--- src/rtl/alu_sll_if.sv ---
// alu_sll_if: operand/result bundle for the SLL function unit.
//   master : drives in_valid, rs1, rs2; receives rd, out_valid
//   slave  : the shifter side (receives operands, returns result)
interface alu_sll_if #(
  parameter int XLEN = 32
);
  logic            in_valid;
  logic [XLEN-1:0] rs1;
  logic [XLEN-1:0] rs2;
  logic [XLEN-1:0] rd;
  logic            out_valid;

  modport master (output in_valid, rs1, rs2, input  rd, out_valid);
  modport slave  (input  in_valid, rs1, rs2, output rd, out_valid);
endinterface

--- src/rtl/alu_sll.sv ---
// alu_sll: registered 32-bit logical left shift, rd = rs1 << rs2[4:0].
// Built as a 5-level log barrel shifter (1, 2, 4, 8, 16), one 2:1 mux per
// bit per level, followed by an output register.
//
// Ports:
//   clk   rising-edge clock
//   rst_n synchronous active-low reset (clears rd and out_valid)
//   bus   alu_sll_if.slave: in_valid/rs1/rs2 in, rd/out_valid out
//
// Build option: define ALU_SLL_PIPE_EN to add a register after the 4-bit
// level, giving 2-cycle latency at full throughput. Default is 1 cycle.

// One barrel level: shift by SH when en_i, otherwise pass through.
module alu_sll_lvl #(
  parameter int XLEN = 32,
  parameter int SH   = 1
) (
  input  logic [XLEN-1:0] d_i,
  input  logic            en_i,
  output logic [XLEN-1:0] q_o
);
  assign q_o = en_i ? {d_i[XLEN-1-SH:0], {SH{1'b0}}} : d_i;
endmodule

module alu_sll #(
  parameter int XLEN    = 32,
  parameter int SHAMT_W = 5
) (
  input  logic     clk,
  input  logic     rst_n,
  alu_sll_if.slave bus
);
`ifdef ALU_SLL_PIPE_EN
  localparam int STAGES = 2;
`else
  localparam int STAGES = 1;
`endif
  // Index of the first level fed from the optional mid-pipe register.
  localparam int CUT = 3;

  logic [SHAMT_W-1:0][XLEN-1:0] lvl_in;
  logic [SHAMT_W-1:0][XLEN-1:0] lvl_out;
  logic [SHAMT_W-1:0]           en;
  logic [STAGES-1:0]            vld_pipe_q;
  logic [XLEN-1:0]              rd_q;
  logic                         out_en;

  // Upper rs2 bits are architecturally ignored.
  logic unused_rs2;
  assign unused_rs2 = ^bus.rs2[XLEN-1:SHAMT_W];

  assign lvl_in[0]     = bus.rs1;
  assign en[CUT-1:0]   = bus.rs2[CUT-1:0];

  for (genvar k = 0; k < SHAMT_W; k++) begin : g_lvl
    alu_sll_lvl #(.XLEN(XLEN), .SH(1 << k)) u_lvl (
      .d_i  (lvl_in[k]),
      .en_i (en[k]),
      .q_o  (lvl_out[k])
    );
    if (k > 0 && k != CUT) begin : g_chain
      assign lvl_in[k] = lvl_out[k-1];
    end
  end

`ifdef ALU_SLL_PIPE_EN
  // Mid-pipe register: partial result plus the shamt bits still needed.
  logic [XLEN-1:0]        mid_q;
  logic [SHAMT_W-1:CUT]   shhi_q;

  always_ff @(posedge clk) begin
    if (!rst_n) begin
      mid_q  <= '0;
      shhi_q <= '0;
    end else if (bus.in_valid) begin
      mid_q  <= lvl_out[CUT-1];
      shhi_q <= bus.rs2[SHAMT_W-1:CUT];
    end
  end

  assign lvl_in[CUT]         = mid_q;
  assign en[SHAMT_W-1:CUT]   = shhi_q;
  assign out_en              = vld_pipe_q[0];
`else
  assign lvl_in[CUT]         = lvl_out[CUT-1];
  assign en[SHAMT_W-1:CUT]   = bus.rs2[SHAMT_W-1:CUT];
  assign out_en              = bus.in_valid;
`endif

  // vld_pipe_q[s] marks valid data at the output of register stage s.
  always_ff @(posedge clk) begin
    if (!rst_n) begin
      vld_pipe_q <= '0;
    end else begin
      for (int s = STAGES - 1; s > 0; s--) vld_pipe_q[s] <= vld_pipe_q[s-1];
      vld_pipe_q[0] <= bus.in_valid;
    end
  end

  // rd holds its last value while idle.
  always_ff @(posedge clk) begin
    if (!rst_n)      rd_q <= '0;
    else if (out_en) rd_q <= lvl_out[SHAMT_W-1];
  end

  assign bus.rd        = rd_q;
  assign bus.out_valid = vld_pipe_q[STAGES-1];
endmodule

--- src/flat_wrapper.sv ---
// flat-port wrapper written by rule: the top's interface ports become plain ports
module alu_sll_flat 
#(
  parameter int XLEN    = 32,
  parameter int SHAMT_W = 5
)
  (clk, rst_n, bus_in_valid, bus_rs1, bus_rs2, bus_rd, bus_out_valid);
  alu_sll_if #(.XLEN(XLEN)) bus_i ();
  input  logic clk;
  input  logic rst_n;
  input wire logic [$bits(bus_i.in_valid)-1:0] bus_in_valid;
  input wire logic [$bits(bus_i.rs1)-1:0] bus_rs1;
  input wire logic [$bits(bus_i.rs2)-1:0] bus_rs2;
  output wire logic [$bits(bus_i.rd)-1:0] bus_rd;
  output wire logic [$bits(bus_i.out_valid)-1:0] bus_out_valid;
  assign bus_i.in_valid = bus_in_valid;
  assign bus_i.rs1 = bus_rs1;
  assign bus_i.rs2 = bus_rs2;
  assign bus_rd = bus_i.rd;
  assign bus_out_valid = bus_i.out_valid;
  alu_sll #(.XLEN(XLEN), .SHAMT_W(SHAMT_W)) u_core (.clk(clk), .rst_n(rst_n), .bus(bus_i));
endmodule
--- config.mk ---
export PLATFORM = sky130hd
export DESIGN_NAME = alu_sll_flat
export DESIGN_NICKNAME = d
export VERILOG_FILES = /design/src/rtl/alu_sll_if.sv /design/src/rtl/alu_sll.sv /design/src/flat_wrapper.sv
export SDC_FILE = /design/constraint.sdc
export NUM_CORES = 1
export LEC_CHECK = 0
export BUFFER_PORTS_ARGS = -buffer_cell sky130_fd_sc_hd__buf_2
export CAP_MARGIN = 40
export CORE_ASPECT_RATIO = 1.4
export CORE_UTILIZATION = 52
export DETAILED_ROUTE_END_ITERATION = 10
export PLACE_DENSITY = 0.82
export SLEW_MARGIN = 20
export SYNTH_ARGS = -nofsm -noshare
export SYNTH_HDL_FRONTEND = slang
export SYNTH_SLANG_ARGS = --single-unit
--- constraint.sdc ---
create_clock -name clk -period 3.3 [get_ports clk]
set_clock_uncertainty 0.05 [all_clocks]
set_input_delay 0.99 -clock clk [delete_from_list [all_inputs] [get_ports clk]]
set_output_delay 0.99 -clock clk [all_outputs]
set_load 0.01 [all_outputs]
==> Word level (Yosys, flattened, before mapping) <==
Index checks and enable logic that the tools add are counted.
{ "word_totals": {"regBits": 33, "latchBits": 0, "ramBits": 0, "romBits": 0, "in_bits": 67, "memories": 0} }
{ "op_classes": {"add_sub_neg": 0, "n_mul": 0, "n_div": 0, "order_cmp": 0, "n_eq_ne": 0, "n_shift": 0, "mux": 5, "bitwise": 0, "n_reduce_logical": 0} }
{ "op_table": {"columns": ["operator", "n"], "rows": [
  ["32-bit two-way mux", 5]
]} }

==> Longest topological paths before layout <==
Gate-level depths: netlist of the first run.
{ "logic_depth": {"depth_word": 5, "mapped_depth": 8} }

==> Cells and area by module <==
A second synthesis of the first run with hierarchy kept.
{ "unflattened": {"hier_cells": 283, "hier_area_um2": 3489.6} }
{ "by_module_without_submodules": {"columns": ["mod", "instances", "cells_each", "area_per_inst_um2"], "rows": [
  ["alu_sll", 1, 105, 1270.0],
  ["alu_sll_lvl at u_core.g_lvl[0].u_lvl", 1, 36, 535.5],
  ["alu_sll_lvl at u_core.g_lvl[1].u_lvl", 1, 36, 521.8],
  ["alu_sll_lvl at u_core.g_lvl[2].u_lvl", 1, 36, 500.5],
  ["alu_sll_lvl at u_core.g_lvl[3].u_lvl", 1, 35, 354.1],
  ["alu_sll_lvl at u_core.g_lvl[4].u_lvl", 1, 35, 307.8]
]} }

==> Worst setup path after synthesis of the first run <==
OpenSTA, ideal clock, no wires.
{ "synth_path": {"kind": "input-to-reg", "from": "input port bus_rs2[0]", "to": "register u_core.rd_q[26], in the netlist u_core.bus.rd[26]", "setup_ps": 117, "arrival_time_ps": 2439, "t_required_ps": 3133, "path_slack_ps": 694, "cell_stages": 5, "path_cell_list": "buf_6 -> buf_12 -> mux4_2 -> mux4_2 -> a22o_1"} }
{ "synth_via": {"elab_chain_len": 5} }
{ "synth_lines": {"columns": ["element", "line_no", "text"], "rows": [
  ["from (decl)", "flat_wrapper.sv:13", "input wire logic [$bits(bus_i.rs2)-1:0] bus_rs2;"],
  ["32-bit two-way mux (5 in a row)", "alu_sll.sv:22", "assign q_o = en_i ? {d_i[XLEN-1-SH:0], {SH{1'b0}}} : d_i;"],
  ["to (signal assigned)", "alu_sll.sv:103", "else if (out_en) rd_q <= lvl_out[SHAMT_W-1];"],
  ["to (decl)", "alu_sll.sv:45", "logic [XLEN-1:0] rd_q;"]
]} }
Every way passes these cells.
A chain may end at the register's enable or synchronous reset.

==> Worst setup path after layout of the first run <==
{ "layout_path": {"from": "input port bus_rs2[0]", "to": "register u_core.rd_q[22], in the netlist u_core.bus.rd[22]"} }
Same word-level chain as after synthesis.

==> impl_table.tex, run 1 <==
\begin{tabular}{lr}
\hline
Metric & Value \\
\hline
\multicolumn{2}{l}{\textbf{Die}} \\
Die Outline Area & a little over 6000 sq um \\
Floorplan die width & 66.0 microns \\
Starting Density & 54.0\% \\
Total number of placement rows & 32 \\
Number of placed I/O pins & 100 \\
Core area & 5530 sq um \\
Vertical die dimension & 91.6 microns \\
\multicolumn{2}{l}{\textbf{Yosys}} \\
Number of cells produced by synthesis & between 300 and 400 \\
Count of synthesis-stage warnings from yosys & 0 \\
Cell area after synthesis & slightly below 3000 sq um \\
EDFF count, synth & 0 \\
Most frequent cells after synthesis & nand2\_1, dfxtp\_1, mux2i\_1 \\
Proportion of synthesized flip-flops having asynchronous set or reset & 0\% \\
Post-synthesis average cell area & about 9.4 sq um \\
Share of synthesized area occupied by flip-flops and latches & between 20 and 25\% \\
Main synth FF type & dfxtp\_1 \\
Net count after synthesis & 385 \\
Number of distinct library cells after synthesis & 55 \\
Cell with the most instances after synthesis & nand2\_1 \\
Synthesized flop and latch total & 33 \\
Top cells by area, synth & dfxtp\_1, mux4\_2, mux2i\_1, mux2\_2, nand2\_1 \\
Post-synthesis cell type with the largest combined area & dfxtp\_1 \\
Area fraction of the dominant cell type after synthesis & roughly 22\% \\
\multicolumn{2}{l}{\textbf{Clocking}} \\
CTS resizes & 0 \\
Clk sinks & 33 \\
\# hold bufs at CTS & 0 \\
H-tree depth & 2 \\
Clock latency on the worst-skew pair & slightly below 0.3 ns \\
Clock input transition at the sequential cells of the worst setup and hold paths & 0.07 ns \\
Clock Tree Buf Depth & 2 \\
Clock tree from TritonCTS & yes \\
Setup repair bufs after CTS & 0 \\
Clock tree root driver cell & clkbuf\_8 \\
Number of buffers added by the clock tree synthesis step & 5 \\
\multicolumn{2}{l}{\textbf{Route}} \\
Avg WL per Cell & approximately 20 microns \\
Total DRC errors in the routed layout & 0 \\
DR vias & 2985 \\
Detailed router's first-iteration violation count & 280 \\
DRT antenna net count & 0 \\
Drt via density & around 6.6 \\
Final wirelength & 9.04 mm \\
Number of iterations in the first detailed-routing pass & 6 \\
\multicolumn{2}{l}{\textbf{Pwr}} \\
Power density relative to cell area & 343 nW/um\^{}2 \\
Worst vdd ir & 0.181 mV \\
Static leakage & between 1.5 and 2 nW \\
\multicolumn{2}{l}{\textbf{Global route}} \\
Initial antenna violation count & 0 \\
Overall routing resource usage & 31.5\% \\
Maximum number of pins on one net before global-route repair & 33 \\
Sum of overflow across all layers after global routing & 0 \\
Wire length of the first global-routing pass & about 15 mm \\
Via count of the first global-routing pass & roughly 2800 \\
\multicolumn{2}{l}{\textbf{Flow run}} \\
Reported max-cap violation count & 0 \\
\multicolumn{2}{l}{\textbf{Critical path}} \\
Crit-path max FO & 19 \\
Max incr delay on CP & between 0.5 and 0.6 ns \\
Cells along the critical path & buf\_2, buf\_4, mux4\_2, and2\_0, a31oi\_1, o22ai\_1, a211o\_1 \\
Category of cells accounting for the largest share of critical-path delay & buffers and inverters \\
CP Data Required Time & approximately 3.4 ns \\
Data arrival time of the critical path & roughly 3.0 ns \\
Type of element launching the critical path & input pin \\
Type of the setup path with the least slack & input pin to flip-flop \\
Capturing element type of the critical path & flip-flop \\
Cell with the largest stage delay on the worst path & mux4\_2 \\
Buffers plus inverters on the worst setup path & 2 \\
\multicolumn{2}{l}{\textbf{Timing}} \\
Achievable Freq & about 350 MHz \\
Worst setup slack after layout & just over 0.4 ns \\
Final Hold Vio Count & 0 \\
Final setup violation count & 0 \\
Final critical path time including I/O delays and setup & around 2.9 ns \\
Worst slew margin & between 40\% and 50\% \\
Total negative slack for setup checks & 0 ns \\
RSZ-0062 raised after global routing & no \\
Period Utilization, post-route & between 80\% and 90\% \\
Transition time at the pin with the least slew margin & 0.773 ns \\
Count of pins over their slew limit & 0 \\
\multicolumn{2}{l}{\textbf{Place}} \\
Placer Congestion & between 0.9 and 1 \\
IO Port Bufs & just over 70 \\
HPWL reported at the end of detailed placement & 7.02 mm \\
Worst slack, placed & $\sim$0.15 ns \\
\multicolumn{2}{l}{\textbf{Hold path}} \\
Tightest Hold Check Type & flip-flop to flip-flop \\
\multicolumn{2}{l}{\textbf{Outcome}} \\
Outcome & finished clean \\
\multicolumn{2}{l}{\textbf{Finish}} \\
Layout overhead on the synthesized area & 15.2\% \\
Final Net Count & $\sim$450 \\
Ratio of cells with drive above 1 in the final layout & a little over a third \\
Ant diodes & 0 \\
\hline
\end{tabular}
## registers in the layout, summed over array words and instances (netlist names)
name	cells
u_core.bus.rd	32
u_core.bus.out_valid	1
## through the flow
stage	cells	util [%]	hold WS, ns	power [mW]	area (sq um)
floorplan	318	-	0.433	0.714	2980
global placement	443	60.4	0.386	0.830	3340
detailed placement	443	60.4	0.396	0.838	3340
CTS	451	62.2	0.412	1.17	3440
global route	451	62.2	0.440	1.23	3440
finish	451	62.2	0.404	1.18	3440
## power breakdown
group	internal (mW)	switching (mW)
sequential	0.421	0.0123
clock	0.188	0.151
combinational	0.178	0.227
## placed cells by master, fill, tap and decap left out, drive strengths merged, types with 3 or more instances in the layout
master	n
o22ai	4
a32o	5
nor4	4
o21ai	17
dfxtp	33
a221o	3
a211o	3
buf	88
nor2b	6
mux2i	31
nor2	22
a21oi	7
a22oi	3
mux2	22
nand2	38
mux4	21
inv	4
and3	4
o221ai	3
nand3	11
a22o	14
clkbuf	7
## cell type report
type                            instances  area, sq um
Clock buffer                            7         96.3
Clock inverter                          1         5.00
Timing Repair Buffer                   88          480
Multi-Input combinational cell        249         2090
Inverter                                5         18.8
Fill cell                             478         2090
Tap cell                               68         85.1
Sequential cell                        33          661
## kinds of logic after synthesis
logic type | Yosys count | synth area share [%]
and+or+nand+nor | 96 | 14.8
AOI/OAI and AO/OA | 79 | 19.8
muxes | 74 | 35.5
buffers and inverters | 36 | 7.80
DFF | 33 | 22.1
## per-layer routing
layer	up-vias	GRT usage [%]	wire, microns
met1	1409	41.5	3720
met4	0	14.0	371
met2	180	51.2	4390
met3	35	3.11	557
li1	1361	-	-
met5	-	0	0
## path summary, 6_finish.rpt
| path | end | cells after the start | slack (ns) | from |
|---|---|---|---|---|
| setup reg to reg | u_core.bus.rd[30] | 3 | 2.33 | u_core.bus.rd[30] |
| setup / recovery | u_core.bus.rd[22] | 7 | 0.41 | bus_rs2[0] |
| hold reg to reg | u_core.bus.rd[3] | 2 | 0.40 | u_core.bus.rd[3] |
| hold / removal | u_core.bus.rd[3] | 2 | 0.40 | u_core.bus.rd[3] |
## worst min-delay path, stage by stage, from the launching register on
cell and delay, ns:
dfxtp_1 0.32, nand2_1 0.05, o31ai_1 0.05
No activity file was read; power rests on OpenSTA's default activity.
==> run 2, diff against run 1 <==
==> config.mk (replaced) <==
export PLATFORM = sky130hd
export DESIGN_NAME = alu_sll_flat
export DESIGN_NICKNAME = d
export VERILOG_FILES = /design/src/rtl/alu_sll_if.sv /design/src/rtl/alu_sll.sv /design/src/flat_wrapper.sv
export SDC_FILE = /design/constraint.sdc
export NUM_CORES = 1
export LEC_CHECK = 0
export BUFFER_PORTS_ARGS = -buffer_cell sky130_fd_sc_hd__buf_4
export CAP_MARGIN = 40
export CORE_ASPECT_RATIO = 1.4
export CORE_UTILIZATION = 50
export DETAILED_ROUTE_END_ITERATION = 10
export PLACE_DENSITY = 0.79
export SLEW_MARGIN = 10
export SYNTH_ARGS = -nofsm -noshare
export SYNTH_HDL_FRONTEND = slang
export SYNTH_SLANG_ARGS = --single-unit
==> run 2 against run 1 <==
  * Sequential cell count is the same
  * Cell area grew 3.6%
  * Power shrank 2.7%
  * Via count shrank 1.5%
  * Combinational power grew 3%
  * Utilization grew 0.87 points
  * Non-clock buffer count shrank 5
  * Global-route usage shrank 2.6 points
  * Clock-buffer cell count shrank 1
  * Fmax grew 6.8%
==> impl_table.tex, run 2 (synthesis results as in run 1) <==
\begin{tabular}{lr}
\hline
Metric & Value \\
\hline
\multicolumn{2}{l}{\textbf{Clocking}} \\
H-tree depth & 2 (unchanged) \\
\# hold bufs at CTS & 0 (unchanged) \\
CTS resizes & 0 (unchanged) \\
Number of buffers added by the clock tree synthesis step & 5 (unchanged) \\
Setup repair bufs after CTS & 0 (unchanged) \\
Clk sinks & 33 (unchanged) \\
Clock input transition at the sequential cells of the worst setup and hold paths & 0.07 ns (about the same) \\
Clock tree root driver cell & clkbuf\_8 \\
Clock latency on the worst-skew pair & 0.28 ns (about the same) \\
Clock tree from TritonCTS & yes \\
Clock Tree Buf Depth & 2 (unchanged) \\
\multicolumn{2}{l}{\textbf{Finish}} \\
Ant diodes & 0 (unchanged) \\
Final Net Count & 444 (-1.1\%) \\
Layout overhead on the synthesized area & 19.3\% \\
Ratio of cells with drive above 1 in the final layout & 34.4\% (-1.1 points) \\
Highest-count cells in the layout ignoring fill and taps & buf\_4, nand2\_1, dfxtp\_1 \\
Most common cell after layout, fill and taps aside & buf\_4 \\
Count of placed standard cells in the final layout, fillers left out & 446 (-1.1\%) \\
Number of flip-flops under the largest register name & 32 (unchanged) \\
\multicolumn{2}{l}{\textbf{Timing}} \\
Period Utilization, post-route & 81.9\% (-5.6 points) \\
Worst slew margin & 54.4\% (+6.5 points) \\
Final setup violation count & 0 (unchanged) \\
Final Hold Vio Count & 0 (unchanged) \\
Total negative slack for setup checks & 0 ns (unchanged) \\
Achievable Freq & 370 MHz (+6.8\%) \\
Transition time at the pin with the least slew margin & 0.676 ns (-0.0966 ns) \\
Final critical path time including I/O delays and setup & 2.70 ns (-0.185 ns) \\
RSZ-0062 raised after global routing & no \\
Count of pins over their slew limit & 0 (unchanged) \\
\multicolumn{2}{l}{\textbf{Die}} \\
Floorplan die width & 67.3 microns (+1.9\%) \\
Core area & 5650 sq um (+2.2\%) \\
Number of placed I/O pins & 100 (unchanged) \\
Total number of placement rows & 32 (unchanged) \\
Die Outline Area & 6290 sq um (+3.9\%) \\
Vertical die dimension & 93.4 microns (+1.9\%) \\
Starting Density & 52.9\% (-1.1 points) \\
\multicolumn{2}{l}{\textbf{Route}} \\
Total DRC errors in the routed layout & 0 (unchanged) \\
Avg WL per Cell & 19.2 microns (-4.0\%) \\
DR vias & 2939 (-1.5\%) \\
Number of iterations in the first detailed-routing pass & 5 (-1) \\
Final wirelength & 8.59 mm (-5.1\%) \\
DRT antenna net count & 0 (unchanged) \\
Detailed router's first-iteration violation count & 235 (-16\%) \\
Drt via density & 6.59 (-0.44\%) \\
\multicolumn{2}{l}{\textbf{Pwr}} \\
Switching share of power & 33.1\% (about the same) \\
Static leakage & 1.54 nW (+0.12\%) \\
Power share of the sequential group & 37.9\% (+1.1 points) \\
Int Pwr & 767 uW (-2.7\%) \\
Power share of the clock group & 25.6\% (-3.2 points) \\
Sw Pwr & 380 uW (-2.8\%) \\
Power, Total & 1.15 mW (-2.7\%) \\
Part of the total power dissipated in combinational logic & 36.5\% (+2.1 points) \\
Power density relative to cell area & 322 nW/um\^{}2 (-6.1\%) \\
Worst vdd ir & 0.130 mV (-28\%) \\
\multicolumn{2}{l}{\textbf{Critical path}} \\
Crit-path max FO & 34 (+15) \\
CP Data Required Time & 3.43 ns (about the same) \\
Type of the setup path with the least slack & input pin to flip-flop \\
Cells along the critical path & buf\_4, mux4\_2, mux2i\_1, o22ai\_1, a211o\_1 \\
Capturing element type of the critical path & flip-flop \\
Category of cells accounting for the largest share of critical-path delay & multiplexers \\
Max incr delay on CP & 0.61 ns (+0.06 ns) \\
Cell with the largest stage delay on the worst path & mux4\_2 \\
Type of element launching the critical path & input pin \\
Buffers plus inverters on the worst setup path & 1 (-1) \\
Data arrival time of the critical path & 2.83 ns (-0.19 ns) \\
\multicolumn{2}{l}{\textbf{Place}} \\
HPWL reported at the end of detailed placement & 6.61 mm (-5.9\%) \\
Placer Congestion & 0.941 (-1.5\%) \\
IO Port Bufs & 72 (unchanged) \\
Placed Cells incl. Taps & 438 (-1.1\%) \\
\multicolumn{2}{l}{\textbf{Outcome}} \\
Outcome & finished clean \\
\multicolumn{2}{l}{\textbf{Global route}} \\
Via count of the first global-routing pass & 2700 (-3.5\%) \\
Overall routing resource usage & 28.9\% (-2.6 points) \\
Wire length of the first global-routing pass & 13.5 mm (-6.9\%) \\
Sum of overflow across all layers after global routing & 0 (unchanged) \\
Initial antenna violation count & 0 (unchanged) \\
Maximum number of pins on one net before global-route repair & 40 (+21\%) \\
\multicolumn{2}{l}{\textbf{Hold path}} \\
Tightest Hold Check Type & flip-flop to flip-flop \\
\multicolumn{2}{l}{\textbf{Flow run}} \\
Reported max-cap violation count & 0 (unchanged) \\
\hline
\end{tabular}
-- run 2: cell types whose count changed in the layout (fill, tap and decap cells not counted) --
cell	delta
buf_2	-72
buf_4	+67
clkbuf_1	+1
clkbuf_8	-2
clkinv_2	+1
-- run 2: stage by stage --
stage	hold WS, ns	setup WS (ns)	utilization (%)	area, sq um
floorplan	0.433	0.694	-	2980
global placement	0.393	0.317	61.6	3480
detailed placement	0.395	0.294	61.6	3480
CTS	0.411	0.606	63.1	3560
global route	0.436	0.513	63.1	3560
finish	0.409	0.596	63.1	3560
-- run 2: final cells by class --
type	instances	area [sq um]
multi-input combinational	249	2090
fill	523	2080
sequential	33	661
timing repair buffer	83	623
tap	68	85.1
clock buffer	6	72.6
inverter	5	18.8
clock inverter	2	10.0
-- run 2: final timing paths --
path / startpoint / end / slack, ns / cells after the start
max: bus_rs2[0] / u_core.bus.rd[31] / 0.60 / 5
min: u_core.bus.rd[3] / u_core.bus.rd[3] / 0.41 / 2
max reg2reg: u_core.bus.rd[30] / u_core.bus.rd[30] / 2.31 / 3
min reg2reg: u_core.bus.rd[3] / u_core.bus.rd[3] / 0.41 / 2
-- run 2: worst min-delay path: stages (launching register included) --
cell	delay [ns]
dfxtp_1	0.33
nand2_1	0.05
o31ai_1	0.05
-- run 2: layer usage --
layer,routed length (microns),part of all wire [%],vias up,track usage (%)
met5,0,0,-,0
met1,3520,41,1379,36.7
met4,376,4.4,0,19.0
met3,610,7.1,29,4.15
met2,4080,47,173,44.4
li1,-,-,1358,-
-- run 2: power groups by stage --
stage               registers, mW  logic (mW)  clock network (mW)
floorplan                   0.452       0.262                   0
finish                      0.434       0.419               0.294
global route                0.437       0.450               0.315
global placement            0.443       0.407                   0
detailed placement          0.443       0.412                   0
CTS                         0.434       0.413               0.296
==> run 3, diff against run 2 <==
--- a/config.mk
+++ b/config.mk
@@ -8,9 +8,9 @@
 export BUFFER_PORTS_ARGS = -buffer_cell sky130_fd_sc_hd__buf_4
 export CAP_MARGIN = 40
 export CORE_ASPECT_RATIO = 1.4
-export CORE_UTILIZATION = 50
+export CORE_UTILIZATION = 47
 export DETAILED_ROUTE_END_ITERATION = 10
-export PLACE_DENSITY = 0.79
+export PLACE_DENSITY = 0.78
 export SLEW_MARGIN = 10
 export SYNTH_ARGS = -nofsm -noshare
 export SYNTH_HDL_FRONTEND = slang
==> constraint.sdc (replaced) <==
create_clock -name clk -period 2.41 [get_ports clk]
set_clock_uncertainty 0.05 [all_clocks]
set_input_delay 0.723 -clock clk [delete_from_list [all_inputs] [get_ports clk]]
set_output_delay 0.723 -clock clk [all_outputs]
set_load 0.01 [all_outputs]
==> run 3 against run 2 <==
  * Die area increased by 6.2%
  * Setup slack worse by 0.43 ns
  * Utilization up 0.60 points
  * Highest routed layer unchanged
  * Largest power group is now combinational cells
  * Power grew 47%
  * Hold slack improved by 0.0016 ns
  * Critical endpoint is now u_core.bus.rd[29]
  * First-iteration DRC count is 11% lower
==> impl_table.tex, run 3 (synthesis results as in run 1) <==
\begin{tabular}{lr}
\hline
Metric & Value \\
\hline
\multicolumn{2}{l}{\textbf{Outcome}} \\
Outcome & finished clean \\
\multicolumn{2}{l}{\textbf{Global route}} \\
Sum of overflow across all layers after global routing & 0 (unchanged) \\
Wire length of the first global-routing pass & 14.7 mm (+8.7\%) \\
Overall routing resource usage & 28.3\% (-0.59 points) \\
Maximum number of pins on one net before global-route repair & 26 (-35\%) \\
Initial antenna violation count & 0 (unchanged) \\
Via count of the first global-routing pass & 2818 (+4.4\%) \\
\multicolumn{2}{l}{\textbf{Die}} \\
Total number of placement rows & 34 (+6.3\%) \\
Number of placed I/O pins & 100 (unchanged) \\
Floorplan die width & 69.3 microns (+3.1\%) \\
Vertical die dimension & 96.3 microns (+3.1\%) \\
Die Outline Area & 6680 sq um (+6.2\%) \\
Starting Density & 48.4\% (-4.5 points) \\
Core area & 6170 sq um (+9.3\%) \\
\multicolumn{2}{l}{\textbf{Clocking}} \\
\# hold bufs at CTS & 0 (unchanged) \\
Clock latency on the worst-skew pair & 0.29 ns (about the same) \\
Clock input transition at the sequential cells of the worst setup and hold paths & 0.06 ns (about the same) \\
Clock tree from TritonCTS & yes \\
Clock Tree Buf Depth & 2 (unchanged) \\
Clock tree root driver cell & clkbuf\_8 \\
Number of buffers added by the clock tree synthesis step & 5 (unchanged) \\
H-tree depth & 2 (unchanged) \\
Setup repair bufs after CTS & 0 (unchanged) \\
CTS resizes & 0 (unchanged) \\
Clk sinks & 33 (unchanged) \\
\multicolumn{2}{l}{\textbf{Timing}} \\
Worst slew margin & 66.3\% (+12 points) \\
Achievable Freq & about 450 MHz \\
Total negative slack for setup checks & 0 ns (unchanged) \\
Final critical path time including I/O delays and setup & 2.24 ns \\
Final setup violation count & 0 (unchanged) \\
Smallest hold slack & 0.411 ns (+0.00164 ns) \\
Worst setup slack after layout & 0.169 ns (-0.428 ns) \\
Final Hold Vio Count & 0 (unchanged) \\
RSZ-0062 raised after global routing & no \\
Period Utilization, post-route & 93.0\% \\
Count of pins over their slew limit & 0 (unchanged) \\
Transition time at the pin with the least slew margin & 0.493 ns (-0.183 ns) \\
\multicolumn{2}{l}{\textbf{Route}} \\
DR vias & 3059 (+4.1\%) \\
Final wirelength & 9.50 mm (+11\%) \\
Number of iterations in the first detailed-routing pass & 5 (unchanged) \\
Drt via density & 6.18 (-6.2\%) \\
Total DRC errors in the routed layout & 0 (unchanged) \\
Avg WL per Cell & 19.2 microns (-0.26\%) \\
Detailed router's first-iteration violation count & 209 (-11\%) \\
DRT antenna net count & 0 (unchanged) \\
\multicolumn{2}{l}{\textbf{Place}} \\
Placer Congestion & 0.961 (+2.1\%) \\
Placed Cells incl. Taps & 488 (+11\%) \\
Cell Area, Placed & 3840 sq um (+10\%) \\
IO Port Bufs & 72 (unchanged) \\
HPWL reported at the end of detailed placement & 7.64 mm (+16\%) \\
Worst slack, placed & -0.0967 ns (-0.391 ns) \\
\multicolumn{2}{l}{\textbf{Pwr}} \\
Worst vdd ir & 0.183 mV (+40\%) \\
Static leakage & 1.76 nW (+15\%) \\
Power density relative to cell area & 431 nW/um\^{}2 (+34\%) \\
Power, Total & 1.69 mW (+47\%) \\
\multicolumn{2}{l}{\textbf{Flow run}} \\
Reported max-cap violation count & 0 (unchanged) \\
\multicolumn{2}{l}{\textbf{Finish}} \\
Ant diodes & 0 (unchanged) \\
Number of flip-flops under the largest register name & 32 (unchanged) \\
Highest-count cells in the layout ignoring fill and taps & buf\_4, nand2\_1, dfxtp\_1 \\
Layout overhead on the synthesized area & 31.6\% \\
Count of placed standard cells in the final layout, fillers left out & 495 (+11\%) \\
Most common cell after layout, fill and taps aside & buf\_4 \\
Sequential Area & 661 sq um (unchanged) \\
Area of all placed cells without fillers & 3930 sq um (+10\%) \\
Final Net Count & 490 (+10\%) \\
Ratio of cells with drive above 1 in the final layout & 41.4\% (+7.0 points) \\
Number of inserted filler cells in the final layout & 540 (+3.3\%) \\
Post-route core utilization & 63.7\% (+0.60 points) \\
Area of the multi-input gates & 2090 sq um (unchanged) \\
\multicolumn{2}{l}{\textbf{Hold path}} \\
Tightest Hold Check Type & flip-flop to flip-flop \\
Number of cells on the worst hold path & 2 (unchanged) \\
\multicolumn{2}{l}{\textbf{Critical path}} \\
Category of cells accounting for the largest share of critical-path delay & multiplexers \\
R2R Setup Slk & 1.45 ns (-0.86 ns) \\
Data arrival time of the critical path & 2.36 ns (-0.47 ns) \\
Cell with the largest stage delay on the worst path & mux4\_2 \\
Crit-path max FO & 11 (-68\%) \\
Type of the setup path with the least slack & input pin to flip-flop \\
Buffers plus inverters on the worst setup path & 2 (+1) \\
Capturing element type of the critical path & flip-flop \\
Number of logic stages on the critical path including buffering & 6 (+1) \\
Max incr delay on CP & 0.53 ns (-0.08 ns) \\
Worst Reg2Reg Path Length in Cells & 3 (unchanged) \\
Type of element launching the critical path & input pin \\
CP Data Required Time & 2.53 ns (-0.90 ns) \\
Cells along the critical path & buf\_4, buf\_12, mux4\_2, mux2i\_1, a21oi\_1, a221o\_1 \\
\hline
\end{tabular}
## run 3: tightest hold or removal path: cells and delay by family (launching register included)
family          cells  cell delay [ns]
flops               1             0.31
simple gates        1             0.05
compound gates      1             0.05
## run 3: path summary, 6_finish.rpt
kind                                   startpoint                 to
worst max-delay path                   bus_rs2[0]  u_core.bus.rd[29]
worst min-delay path             u_core.bus.rd[3]   u_core.bus.rd[3]
worst max register to register  u_core.bus.rd[30]  u_core.bus.rd[30]
worst min register to register   u_core.bus.rd[3]   u_core.bus.rd[3]
## run 3: report_power, final
part           total, mW  switching (mW)  internal, mW
clock network      0.418           0.191         0.226
logic              0.680           0.330         0.350
registers          0.594          0.0168         0.577
total               1.69           0.538          1.15
## run 3: cell type report
type	count	area share [%]
Sequential cell	33	16.8
Inverter	5	0.478
Multi-Input combinational cell	249	53.2
Clock buffer	7	2.20
Timing Repair Buffer	129	25.0
Tap cell	72	2.29
## run 3: per-layer routing
metal	wire [microns]	GRT usage [%]
met1	3990	34.8
met2	4800	51.1
met3	449	2.30
met4	265	11.9
met5	0	0
